===== src/rtl/spi_register_bridge_if.sv =====
// Byte-stream link between the SPI peripheral (master side) and the register bridge (slave side).
interface spi_register_bridge_if;
  logic [7:0] rx_byte;
  logic       rx_dv;
  logic [7:0] tx_byte;
  logic       tx_dv;

  modport master (output rx_byte, rx_dv, input tx_byte, tx_dv);
  modport slave  (input rx_byte, rx_dv, output tx_byte, tx_dv);
endinterface


===== src/rtl/spi_register_bridge.sv =====
// Decodes SPI frames ({rw, addr} command then data bytes) into burst reads and writes
// of a small register bank whose register 0 is a read-only ID.
module spi_register_bridge #(
  parameter int         ADDR_WIDTH = 4,
  parameter logic [7:0] ID_VALUE   = 8'hA5
) (
  input  logic                           i_clk,
  input  logic                           i_reset_n,
  input  logic                           i_spi_cs_n,
  spi_register_bridge_if.slave           bus,
  output logic [8*(2**ADDR_WIDTH)-1:0]   o_regs,
  output logic                           o_wr_strobe,
  output logic [ADDR_WIDTH-1:0]          o_wr_addr,
  output logic                           o_frame_active,
  output logic                           o_addr_error
);
  localparam int NUM_REGS = 2**ADDR_WIDTH;

  typedef enum logic [2:0] {IDLE, CMD, WRITE, READ, DISCARD} state_t;

  state_t                r_state, w_state_next;
  logic                  r_cs_meta, r_cs_sync, r_cs_prev;
  logic [ADDR_WIDTH-1:0] r_ptr, w_ptr_next;
  logic [7:0]            r_tx_byte, w_tx_byte_next;
  logic                  r_tx_dv, w_tx_dv_next;
  logic                  r_wr_strobe, w_wr_strobe_next;
  logic [ADDR_WIDTH-1:0] r_wr_addr, w_wr_addr_next;
  logic                  r_frame_active, w_frame_active_next;
  logic                  r_addr_error, w_addr_error_next;
  logic [7:0]            w_reg_view [0:NUM_REGS-1];

  wire                  w_cs_fall    = r_cs_prev & ~r_cs_sync;
  wire                  w_cs_rise    = ~r_cs_prev & r_cs_sync;
  wire [ADDR_WIDTH-1:0] w_cmd_addr   = bus.rx_byte[ADDR_WIDTH-1:0];
  wire                  w_cmd_bad    = {1'b0, bus.rx_byte[6:0]} >= 8'(NUM_REGS);
  wire [7:0]            w_rd_data    = w_reg_view[r_ptr];
  wire [7:0]            w_cmd_rd     = w_reg_view[w_cmd_addr];

  // Register 0 is the constant ID; the rest are writable flops updated alongside o_wr_strobe.
  genvar gi;
  generate
    for (gi = 0; gi < NUM_REGS; gi++) begin : g_reg
      if (gi == 0) begin : g_id
        assign w_reg_view[gi] = ID_VALUE;
      end else begin : g_rw
        logic [7:0] r_reg;
        always_ff @(posedge i_clk or negedge i_reset_n) begin
          if (!i_reset_n)
            r_reg <= 8'h00;
          else if (w_wr_strobe_next && w_wr_addr_next == ADDR_WIDTH'(gi))
            r_reg <= bus.rx_byte;
        end
        assign w_reg_view[gi] = r_reg;
      end
      assign o_regs[8*gi +: 8] = w_reg_view[gi];
    end
  endgenerate

  always_ff @(posedge i_clk or negedge i_reset_n) begin
    if (!i_reset_n) begin
      r_cs_meta      <= 1'b1;
      r_cs_sync      <= 1'b1;
      r_cs_prev      <= 1'b1;
      r_state        <= IDLE;
      r_ptr          <= '0;
      r_tx_byte      <= 8'h00;
      r_tx_dv        <= 1'b0;
      r_wr_strobe    <= 1'b0;
      r_wr_addr      <= '0;
      r_frame_active <= 1'b0;
      r_addr_error   <= 1'b0;
    end else begin
      r_cs_meta      <= i_spi_cs_n;
      r_cs_sync      <= r_cs_meta;
      r_cs_prev      <= r_cs_sync;
      r_state        <= w_state_next;
      r_ptr          <= w_ptr_next;
      r_tx_byte      <= w_tx_byte_next;
      r_tx_dv        <= w_tx_dv_next;
      r_wr_strobe    <= w_wr_strobe_next;
      r_wr_addr      <= w_wr_addr_next;
      r_frame_active <= w_frame_active_next;
      r_addr_error   <= w_addr_error_next;
    end
  end

  always_comb begin
    w_state_next        = r_state;
    w_ptr_next          = r_ptr;
    w_tx_byte_next      = r_tx_byte;
    w_tx_dv_next        = 1'b0;
    w_wr_strobe_next    = 1'b0;
    w_wr_addr_next      = r_wr_addr;
    w_frame_active_next = r_frame_active;
    w_addr_error_next   = r_addr_error;
    case (r_state)
      IDLE: begin
        if (w_cs_fall) begin
          w_state_next        = CMD;
          w_tx_dv_next        = 1'b1;
          w_tx_byte_next      = ID_VALUE;
          w_addr_error_next   = 1'b0;
          w_frame_active_next = 1'b1;
        end
      end
      CMD: begin
        if (bus.rx_dv) begin
          if (w_cmd_bad) begin
            w_addr_error_next = 1'b1;
            w_state_next      = DISCARD;
            if (bus.rx_byte[7]) begin
              w_tx_dv_next   = 1'b1;
              w_tx_byte_next = 8'h00;
            end
          end else if (bus.rx_byte[7]) begin
            w_state_next   = READ;
            w_ptr_next     = w_cmd_addr + 1'b1;
            w_tx_dv_next   = 1'b1;
            w_tx_byte_next = w_cmd_rd;
          end else begin
            w_state_next = WRITE;
            w_ptr_next   = w_cmd_addr;
          end
        end
      end
      WRITE: begin
        if (bus.rx_dv) begin
          if (r_ptr != '0) begin
            w_wr_strobe_next = 1'b1;
            w_wr_addr_next   = r_ptr;
          end
          w_ptr_next = r_ptr + 1'b1;
        end
      end
      READ: begin
        if (bus.rx_dv) begin
          w_tx_dv_next   = 1'b1;
          w_tx_byte_next = w_rd_data;
          w_ptr_next     = r_ptr + 1'b1;
        end
      end
      DISCARD: ;
      default: w_state_next = IDLE;
    endcase
    // End of frame overrides the state only; a byte arriving in this cycle is already handled.
    if (w_cs_rise) begin
      w_state_next        = IDLE;
      w_frame_active_next = 1'b0;
    end
  end

  assign bus.tx_byte     = r_tx_byte;
  assign bus.tx_dv       = r_tx_dv;
  assign o_wr_strobe     = r_wr_strobe;
  assign o_wr_addr       = r_wr_addr;
  assign o_frame_active  = r_frame_active;
  assign o_addr_error    = r_addr_error;
endmodule

===== src/flat_wrapper.sv =====
// flat-port wrapper written by rule: the top's interface ports become plain ports
module spi_register_bridge_flat 
#(
  parameter int         ADDR_WIDTH = 4,
  parameter logic [7:0] ID_VALUE   = 8'hA5
)
  (i_clk, i_reset_n, i_spi_cs_n, o_regs, o_wr_strobe, o_wr_addr, o_frame_active, o_addr_error, bus_rx_byte, bus_rx_dv, bus_tx_byte, bus_tx_dv);
  spi_register_bridge_if bus_i ();
  input  logic i_clk;
  input  logic i_reset_n;
  input  logic i_spi_cs_n;
  output logic [8*(2**ADDR_WIDTH)-1:0] o_regs;
  output logic o_wr_strobe;
  output logic [ADDR_WIDTH-1:0] o_wr_addr;
  output logic o_frame_active;
  output logic o_addr_error;
  input wire logic [$bits(bus_i.rx_byte)-1:0] bus_rx_byte;
  input wire logic [$bits(bus_i.rx_dv)-1:0] bus_rx_dv;
  output wire logic [$bits(bus_i.tx_byte)-1:0] bus_tx_byte;
  output wire logic [$bits(bus_i.tx_dv)-1:0] bus_tx_dv;
  assign bus_i.rx_byte = bus_rx_byte;
  assign bus_i.rx_dv = bus_rx_dv;
  assign bus_tx_byte = bus_i.tx_byte;
  assign bus_tx_dv = bus_i.tx_dv;
  spi_register_bridge #(.ADDR_WIDTH(ADDR_WIDTH), .ID_VALUE(ID_VALUE)) u_core (.i_clk(i_clk), .i_reset_n(i_reset_n), .i_spi_cs_n(i_spi_cs_n), .bus(bus_i), .o_regs(o_regs), .o_wr_strobe(o_wr_strobe), .o_wr_addr(o_wr_addr), .o_frame_active(o_frame_active), .o_addr_error(o_addr_error));
endmodule

===== config.mk =====
export PLATFORM = sky130hd
export DESIGN_NAME = spi_register_bridge_flat
export DESIGN_NICKNAME = d
export VERILOG_FILES = /design/src/rtl/spi_register_bridge_if.sv /design/src/rtl/spi_register_bridge.sv /design/src/flat_wrapper.sv
export SDC_FILE = /design/constraint.sdc
export NUM_CORES = 1
export LEC_CHECK = 0
export CAP_MARGIN = 20
export CORE_ASPECT_RATIO = 2
export CORE_UTILIZATION = 53
export DETAILED_ROUTE_END_ITERATION = 7
export PLACE_DENSITY = 0.82
export SETUP_SLACK_MARGIN = 0.1
export SLEW_MARGIN = 20
export SYNTH_ARGS = -nofsm -noshare
export SYNTH_HDL_FRONTEND = slang
export SYNTH_SLANG_ARGS = --single-unit

===== constraint.sdc =====
create_clock -name i_clk -period 2.55 [get_ports i_clk]
set_input_delay 0.51 -clock i_clk [delete_from_list [all_inputs] [get_ports i_clk]]
set_output_delay 0.51 -clock i_clk [all_outputs]
set_load 0.03 [all_outputs]

# ---- Word level (Yosys, flattened, before mapping)
# Cells that the tools add are included.
dict set report totals {
  memories 0
  ramBits 0
  latchBits 0
  out_inout_bits 144
  in_bits 12
  romBits 0
  reg_bits 146
}
dict set report classes {
  muxes 42
  shift 0
  eq_ne 29
  magnitude_cmp 3
  add_sub_neg 2
  reduce_logical 29
  n_bitwise 6
  multipliers 0
  n_div 0
}
# operator count
set op_table {}
lappend op_table {{two-way mux 8 bit} 10}
lappend op_table {{binary-select mux 8 bit (select 4 bit)} 2}
lappend op_table {{equality test 4 bit, second input constant} 8}
lappend op_table {{two-way mux 4 bit} 7}
lappend op_table {{case mux 8 bit (3 select lines)} 1}
lappend op_table {{equality test 4 x 3 -> 1 bit, second input constant} 4}
lappend op_table {{logical AND 1 bit} 15}
lappend op_table {{two-way mux 1 bit} 14}
lappend op_table {{two-way mux 3 bit} 4}
lappend op_table {{greater-or-equal comparator 5 bit, second input constant} 2}
lappend op_table {{NOT 4 -> 5 bit} 2}
lappend op_table {{case mux 3 bit (3 select lines)} 1}
lappend op_table {{adder 4 x 1 -> 4 bit, second input constant} 2}
lappend op_table {{equality test 4 x 2 -> 1 bit, second input constant} 2}
lappend op_table {{!= test 2 x 1 -> 1 bit, second input constant} 4}
lappend op_table {{!= test 2 bit, second input constant} 4}
lappend op_table {{case mux 4 bit (2 select lines)} 1}
lappend op_table {{AND reduction 4 bit} 2}
lappend op_table {{nonzero test 2 bit} 4}
lappend op_table {{greater-or-equal comparator 7 x 5 -> 1 bit, second input constant} 1}
lappend op_table {{equality test 3 x 2 -> 1 bit, second input constant} 2}
lappend op_table {{AND reduction 5 bit} 1}
lappend op_table {{equality test 4 x 1 -> 1 bit, second input constant} 1}
lappend op_table {{nonzero test 4 bit} 1}
lappend op_table {{14 further kinds} 16}

# ---- Depth between registers and ports, before layout
# Gate-level depths: netlist (run 1).
dict set report depth {
  ltp_word 8
  ltp_mapped 8
}

# ---- Worst setup path after synthesis (run 1)
# No wires, ideal clock.
dict set report synth_path {
  path_kind {in2reg}
  start {input port bus_rx_byte[1]}
  end {register u_core.r_tx_byte[3], in the netlist u_core.bus.tx_byte[3]}
  t_arrival_ns 2.125
  path_buffers 2
  setup_ns 0.126
  slack_ns 0.299
  cell_stages 5
  t_required_ns 2.424
  cell_sequence {clkbuf_1 buf_2 mux4_2 mux4_2 a221o_1}
}
dict set report synth_via {
  elab_chain_len 8
  word_cells_on_any_way 9
  classes_between {order compare (1); mux (7); bitwise (1)}
}
# item line
set synth_lines {}
lappend synth_lines {{from (decl)} flat_wrapper.sv:17} ;# input wire logic [$bits(bus_i.rx_byte)-1:0] bus_rx_byte;
lappend synth_lines {{NOT 4 -> 5 bit (not written as such)} spi_register_bridge.sv:37} ;# wire [7:0] w_cmd_rd = w_reg_view[w_cmd_addr];
lappend synth_lines {{binary-select mux 8 bit (select 4 bit)} spi_register_bridge.sv:37}
lappend synth_lines {{two-way mux 8 bit (not written as such) (2 in series)} spi_register_bridge.sv:37}
lappend synth_lines {{two-way mux 8 bit} spi_register_bridge.sv:115} ;# end else if (bus.rx_byte[7]) begin
lappend synth_lines {{two-way mux 8 bit (*)} spi_register_bridge.sv:108} ;# if (w_cmd_bad) begin
lappend synth_lines {{two-way mux 8 bit (*)} spi_register_bridge.sv:107} ;# if (bus.rx_dv) begin
lappend synth_lines {{case mux 8 bit (3 select lines) (*)} spi_register_bridge.sv:96} ;# case (r_state)
lappend synth_lines {{to (signal assigned)} spi_register_bridge.sv:78} ;# r_tx_byte <= w_tx_byte_next;
lappend synth_lines {{to (decl)} spi_register_bridge.sv:24} ;# logic [7:0] r_tx_byte, w_tx_byte_next;
# Mark *: on every way between the ends. The rest lies on a longest branch, timed or not. The select of a mux whose other input is x is not followed.
# A chain may end at the register's enable or synchronous reset.

# ---- Final worst setup path (run 1)
dict set report layout_path {
  start {register u_core.r_ptr[0]}
  end {register u_core.r_tx_byte[1], in the netlist u_core.bus.tx_byte[1]}
}
dict set report layout_via {
  elab_chain_len 6
}
# item line
set layout_lines {}
lappend layout_lines {{from (decl)} spi_register_bridge.sv:23} ;# logic [ADDR_WIDTH-1:0] r_ptr, w_ptr_next;
lappend layout_lines {{from (signal assigned)} spi_register_bridge.sv:77} ;# r_ptr <= w_ptr_next;
lappend layout_lines {{NOT 4 -> 5 bit (not written as such)} spi_register_bridge.sv:36} ;# wire [7:0] w_rd_data = w_reg_view[r_ptr];
lappend layout_lines {{binary-select mux 8 bit (select 4 bit)} spi_register_bridge.sv:36}
lappend layout_lines {{two-way mux 8 bit (not written as such) (2 in series)} spi_register_bridge.sv:36}
lappend layout_lines {{two-way mux 8 bit} spi_register_bridge.sv:136} ;# if (bus.rx_dv) begin
lappend layout_lines {{case mux 8 bit (3 select lines)} spi_register_bridge.sv:96}
# No other way between the ends. The select of a mux whose other input is x is not followed.

==> reports/results.ini, run 1 <==
[power_and_ir_drop]
sw_frac_of_total = 0.332
power_density_mw_per_mm2 = 746
combPwrFrac = 0.309
p_sw_mw = 2.61
clkPwrFrac = 0.340
p_int_mw = 5.25
pwr-share-seq = 0.351
vdd_drop_max_mv = 0.494
power_leakage_nw = 4.71

[critical_path]
worstPathCellList = buf_4, mux4_2, mux2i_1, o32ai_1, a221o_1
reg2reg_depth = 5
cp.arrival_ns = 2.56
critPathBufInv = 1
crit_family = multiplexers
critPathMaxFanout = 23
worstSetupEndpointType = flop
cp.depth = 5
critPathLaunchType = flop
max_stage_delay_ns = 0.58
crit_path_top_delay_cell = mux4_2
required_ns = 2.84
critical_path_class = reg2reg

[cells_and_area]
multi_input_area_mm2 = 0.00401
finish.utilization = 0.714
nets = 788
final_common_cell = clkdlybuf4s50_1
area_growth_pct = 32.2
seq_area_mm2 = 0.00366
n_antenna_cell = 0
drive_above_1_share = 0.345
fill_cells = 989
largest_reg_flops = 120
final_cell_mix = clkdlybuf4s50_1 (144), dfrtp_1 (142), mux2_2 (127)

[detailed_routing]
ant_nets = 0
routed_wl_mm = 24.7
drc = 0
vias = 6329
dr.pass1.iters = 5
wl_per_cell_um = 25.2
drt_iter0_markers = 577
via_per_inst = 6.47

[yosys]
ys_types = 50
ys.flop_type = dfrtp_1
synth_edf_count = 0
postSynthAreaPerCell_um2 = 13.3
synth-warning-count = 0
yosysSeqAreaShare = 0.459
synthArstFlopShare = 1.00
netlist_area_mm2 = 0.00797
synth_seq_cells = 146
syn_inst = 597

[timing]
rsz0062_at_grt = no
setup_tns_ns = 0
worst_pin_slew_ns = 0.584
min_period_ns = 2.28
setup_violations = 0
fin_skew_ns = 0.00986
max-slew-margin-rel = 0.609
maxSlewViolCount = 0
max_freq_mhz = 439
min_period_over_period = 0.894
hold_viol_final = 0

[floorplan]
num_rows = 63
core_area_mm2 = 0.0147
fp.dieH_um = 175
dieArea_mm2 = 0.0156
die_w_um = 88.7
io_pins = 156
start_util = 0.541

[status]
status = completed

[cts]
cts.sink_count = 146
cts_setup_buffers = 0
clockBufferDepth = 2
insertion_delay_ns = 0.42
cts.htree.levels = 4
path_clk_slew_ns = 0.06
numCtsBuffers = 17
ctsResizeCount = 0
tritoncts = yes
ctsHoldBuffers = 0
root_buffer = clkbuf_16

[global_route]
grt_start_max_net_pins = 57
grt.overflow.total = 0
grt_pass1_wl_mm = 37.6
grtUsageTotal = 0.334
grt_pass1_vias = 6660
antenna_found_initial = 0

[placement]
hpwl_mm = 17.7
gp_congestion = 0.951
port_buffers = 147

[worst_hold_path]
hp-class = in2async

[job]
max_cap_violations = 0

kinds of logic after synthesis:
group                      after synthesis  synth area share
muxes                                  211             0.354
DFF                                    146             0.459
and+or+nand+nor                         94            0.0675
AOI/OAI and AO/OA                       71            0.0652
buffers and inverters                   64            0.0405
adders and majority gates                6           0.00942
xor gates and xnor gates                 3           0.00330
other                                    2          0.000943
final timing paths:
| kind | start | end | slack [ns] |
|---|---|---|---|
| hold / removal | i_reset_n | u_core.g_reg[4].g_rw.r_reg[0] | 0.06 |
| setup reg to reg | u_core.r_ptr[0] | u_core.bus.tx_byte[1] | 0.27 |
| min in group i_clk | u_core.r_cs_meta | u_core.r_cs_sync | 0.37 |
| max in group asynchronous | i_reset_n | u_core.g_reg[4].g_rw.r_reg[7] | 1.77 |
| hold reg to reg | u_core.r_cs_meta | u_core.r_cs_sync | 0.37 |
| setup / recovery | u_core.r_ptr[0] | u_core.bus.tx_byte[1] | 0.27 |
per-stage QoR:
stage	std cells	setup WS [ns]	area, um2	hold WS (ns)	total power, mW
after floorplan	603	0.299	7990	0.214	4.31
after global placement	946	0.140	9900	0.357	5.10
after detailed placement	946	0.0957	9900	0.362	5.17
after CTS	978	0.291	10500	0.0787	7.84
after global routing	978	0.183	10500	0.0920	8.12
final	978	0.271	10500	0.0559	7.85
metal layers:
metal,global-route usage,vias up,routed length [um]
met1,0.363,3209,7980
met3,0.0555,134,1490
li1,-,2608,-
met2,0.563,378,13200
met4,0.261,0,2050
met5,0,-,0
power by group through the flow:
stage | combinational [mW] | sequential (mW) | clock [mW]
floorplan | 1.33 | 2.98 | 0
global placement | 2.32 | 2.78 | 0
detailed placement | 2.38 | 2.79 | 0
CTS | 2.40 | 2.75 | 2.68
global route | 2.55 | 2.78 | 2.78
finish | 2.43 | 2.76 | 2.67
Yosys cell counts, types with 9 or more instances:
| library cell | number | share of area |
|---|---|---|
| mux2_2 | 127 | 0.18 |
| a21oi_1 | 13 | 0.0082 |
| mux2i_1 | 40 | 0.050 |
| a211oi_1 | 9 | 0.0085 |
| buf_4 | 10 | 0.0094 |
| buf_2 | 17 | 0.011 |
| mux4_2 | 44 | 0.12 |
| nor2_1 | 17 | 0.0080 |
| nor2b_1 | 9 | 0.0071 |
| dfrtp_1 | 143 | 0.45 |
| inv_1 | 10 | 0.0047 |
| clkbuf_1 | 23 | 0.011 |
| nand2_1 | 19 | 0.0090 |
final cells by class:
type,instances,share of cell area
Timing Repair Buffer,202,0.185
Clock inverter,8,0.0141
Multi-Input combinational cell,393,0.381
Inverter,10,0.00356
Tap cell,195,0.0232
Sequential cell,146,0.347
Clock buffer,24,0.0457
Power figures use the tool's default switching activity.
==> run 2, diff against run 1 <==
- REMOVE_ABC_BUFFERS: not set -> 1
==> run 2 against run 1 <==
Net effect: clock skew fell by 0.0047 ns; worst hold slack improved by 0.072 ns; clock-buffer cell count fell by 6; power fell by 2.1%; sequential share of layout area rose by 0.10 points; flip-flop and latch count did not move; utilization fell by 0.21 points; non-clock buffer count rose by 1; maximum frequency fell by 2.2%; largest cell class unchanged.
==> reports/results.ini, run 2 (synthesis gave the netlist of run 1 again) <==
[status]
status = completed

[timing]
worst_pin_slew_ns = 0.735
max_freq_mhz = 429
min_period_over_period = 0.914
hold_viol_final = 0
setup_tns_ns = 0
maxSlewViolCount = 0
fin_skew_ns = 0.00520
rsz0062_at_grt = no
min_period_ns = 2.33
max-slew-margin-rel = 0.510
finalWorstSetupSlack_ns = 0.220
setup_violations = 0

[cells_and_area]
final_cell_mix = clkdlybuf4s50_1 (144), dfrtp_1 (142), mux2_2 (127)
finish.utilization = 0.712
n_antenna_cell = 0
area_growth_pct = 31.8
fill_cells = 1008
nets = 789
final_common_cell = clkdlybuf4s50_1
final_area_mm2 = 0.0105
drive_above_1_share = 0.349
largest_reg_flops = 120

[critical_path]
required_ns = 2.85
worstSetupEndpointType = flop
critPathMaxFanout = 13
critPathLaunchType = flop
critical_path_class = reg2reg
cp.arrival_ns = 2.63

[detailed_routing]
routed_wl_mm = 24.8
drt_iter0_markers = 578
vias = 6341
topRoutingLayerUsed = met4
dr.pass1.iters = 7
via_per_inst = 6.48
wl_per_cell_um = 25.3
drc = 0
ant_nets = 0
wl_met2_mm = 13.1
wl_met3_mm = 1.58
met1_length_mm = 8.43

[floorplan]
fp.dieH_um = 175
core_area_mm2 = 0.0147
die_w_um = 88.7
num_rows = 63
io_pins = 156
start_util = 0.541
dieArea_mm2 = 0.0156

[cts]
cts_setup_buffers = 0
path_clk_slew_ns = 0.06
cts.sink_count = 146
tritoncts = yes
ctsResizeCount = 0
cts.htree.levels = 4
clockBufferDepth = 2
root_buffer = clkbuf_16
numCtsBuffers = 17
insertion_delay_ns = 0.42
ctsHoldBuffers = 0

[placement]
dp_slack_ns = 0.104
gp_congestion = 0.917
hpwl_mm = 17.6
port_buffers = 147
dpl-instance-area_mm2 = 0.00991

[job]
max_cap_violations = 0

[power_and_ir_drop]
power_density_mw_per_mm2 = 732
vdd_drop_max_mv = 0.657
power_leakage_nw = 4.69

[global_route]
grtUsageTotal = 0.333
grt_pass1_wl_mm = 37.5
grt_start_max_net_pins = 77
grt_pass1_vias = 6607
antenna_found_initial = 0
grt.overflow.total = 0

[worst_hold_path]
hp-class = in2async

run 2: changes by cell type in the layout (fill, tap and decap cells not counted), sizes merged:
| cell | previous run | this run |
|---|---|---|
| clkinv | 1 | 6 |
| bufinv | 4 | 3 |
| clkinvlp | 2 | 3 |
| clkbuf | 24 | 18 |
| buf | 58 | 59 |
run 2: path summary, 6_finish.rpt:
kind	from	endpoint	slack [ns]	cells after the start
worst max-delay path	u_core.r_ptr[0]	u_core.bus.tx_byte[0]	0.22	5
worst max register to register	u_core.r_ptr[0]	u_core.bus.tx_byte[0]	0.22	5
min in group i_clk	u_core.r_cs_meta	u_core.r_cs_sync	0.36	0
worst min-delay path	i_reset_n	u_core.g_reg[5].g_rw.r_reg[0]	0.13	1
worst min register to register	u_core.r_cs_meta	u_core.r_cs_sync	0.36	0
max in group asynchronous	i_reset_n	u_core.g_reg[4].g_rw.r_reg[3]	1.68	2
run 2: final cells by class:
| cell class | instances | area, um2 | share of cell area |
|---|---|---|---|
| Tap cell | 195 | 244 | 0.0232 |
| Inverter | 10 | 37.5 | 0.00357 |
| Sequential cell | 146 | 3660 | 0.348 |
| Clock inverter | 13 | 163 | 0.0155 |
| Multi-Input combinational cell | 393 | 4010 | 0.382 |
| Timing Repair Buffer | 203 | 1960 | 0.186 |
| Clock buffer | 18 | 429 | 0.0409 |
run 2: per-stage QoR:
step | std cells | power [mW] | hold slack [ns]
floorplan | 549 | 4.16 | 0.214
global placement | 947 | 5.08 | 0.351
detailed placement | 947 | 5.16 | 0.355
CTS | 978 | 7.66 | 0.159
global route | 978 | 7.95 | 0.176
finish | 978 | 7.69 | 0.128
run 2: critical path: stages (launching register included):
cell and delay [ns]:
dfrtp_2 0.61, buf_4 0.35, mux4_2 0.57, a21oi_1 0.22
a221oi_1 0.13, o32a_1 0.32
run 2: layer usage:
layer / up-vias / global-route usage
met4: 0 / 0.206
li1: 2594 / -
met5: - / 0
met2: 379 / 0.567
met1: 3242 / 0.374
met3: 126 / 0.0658
run 2: power by group:
group	switching [mW]	internal, mW	total [mW]	leakage (nW)
registers	0.290	2.52	2.81	2.00
clock network	0.987	1.53	2.52	0.282
logic	1.37	0.995	2.36	2.41
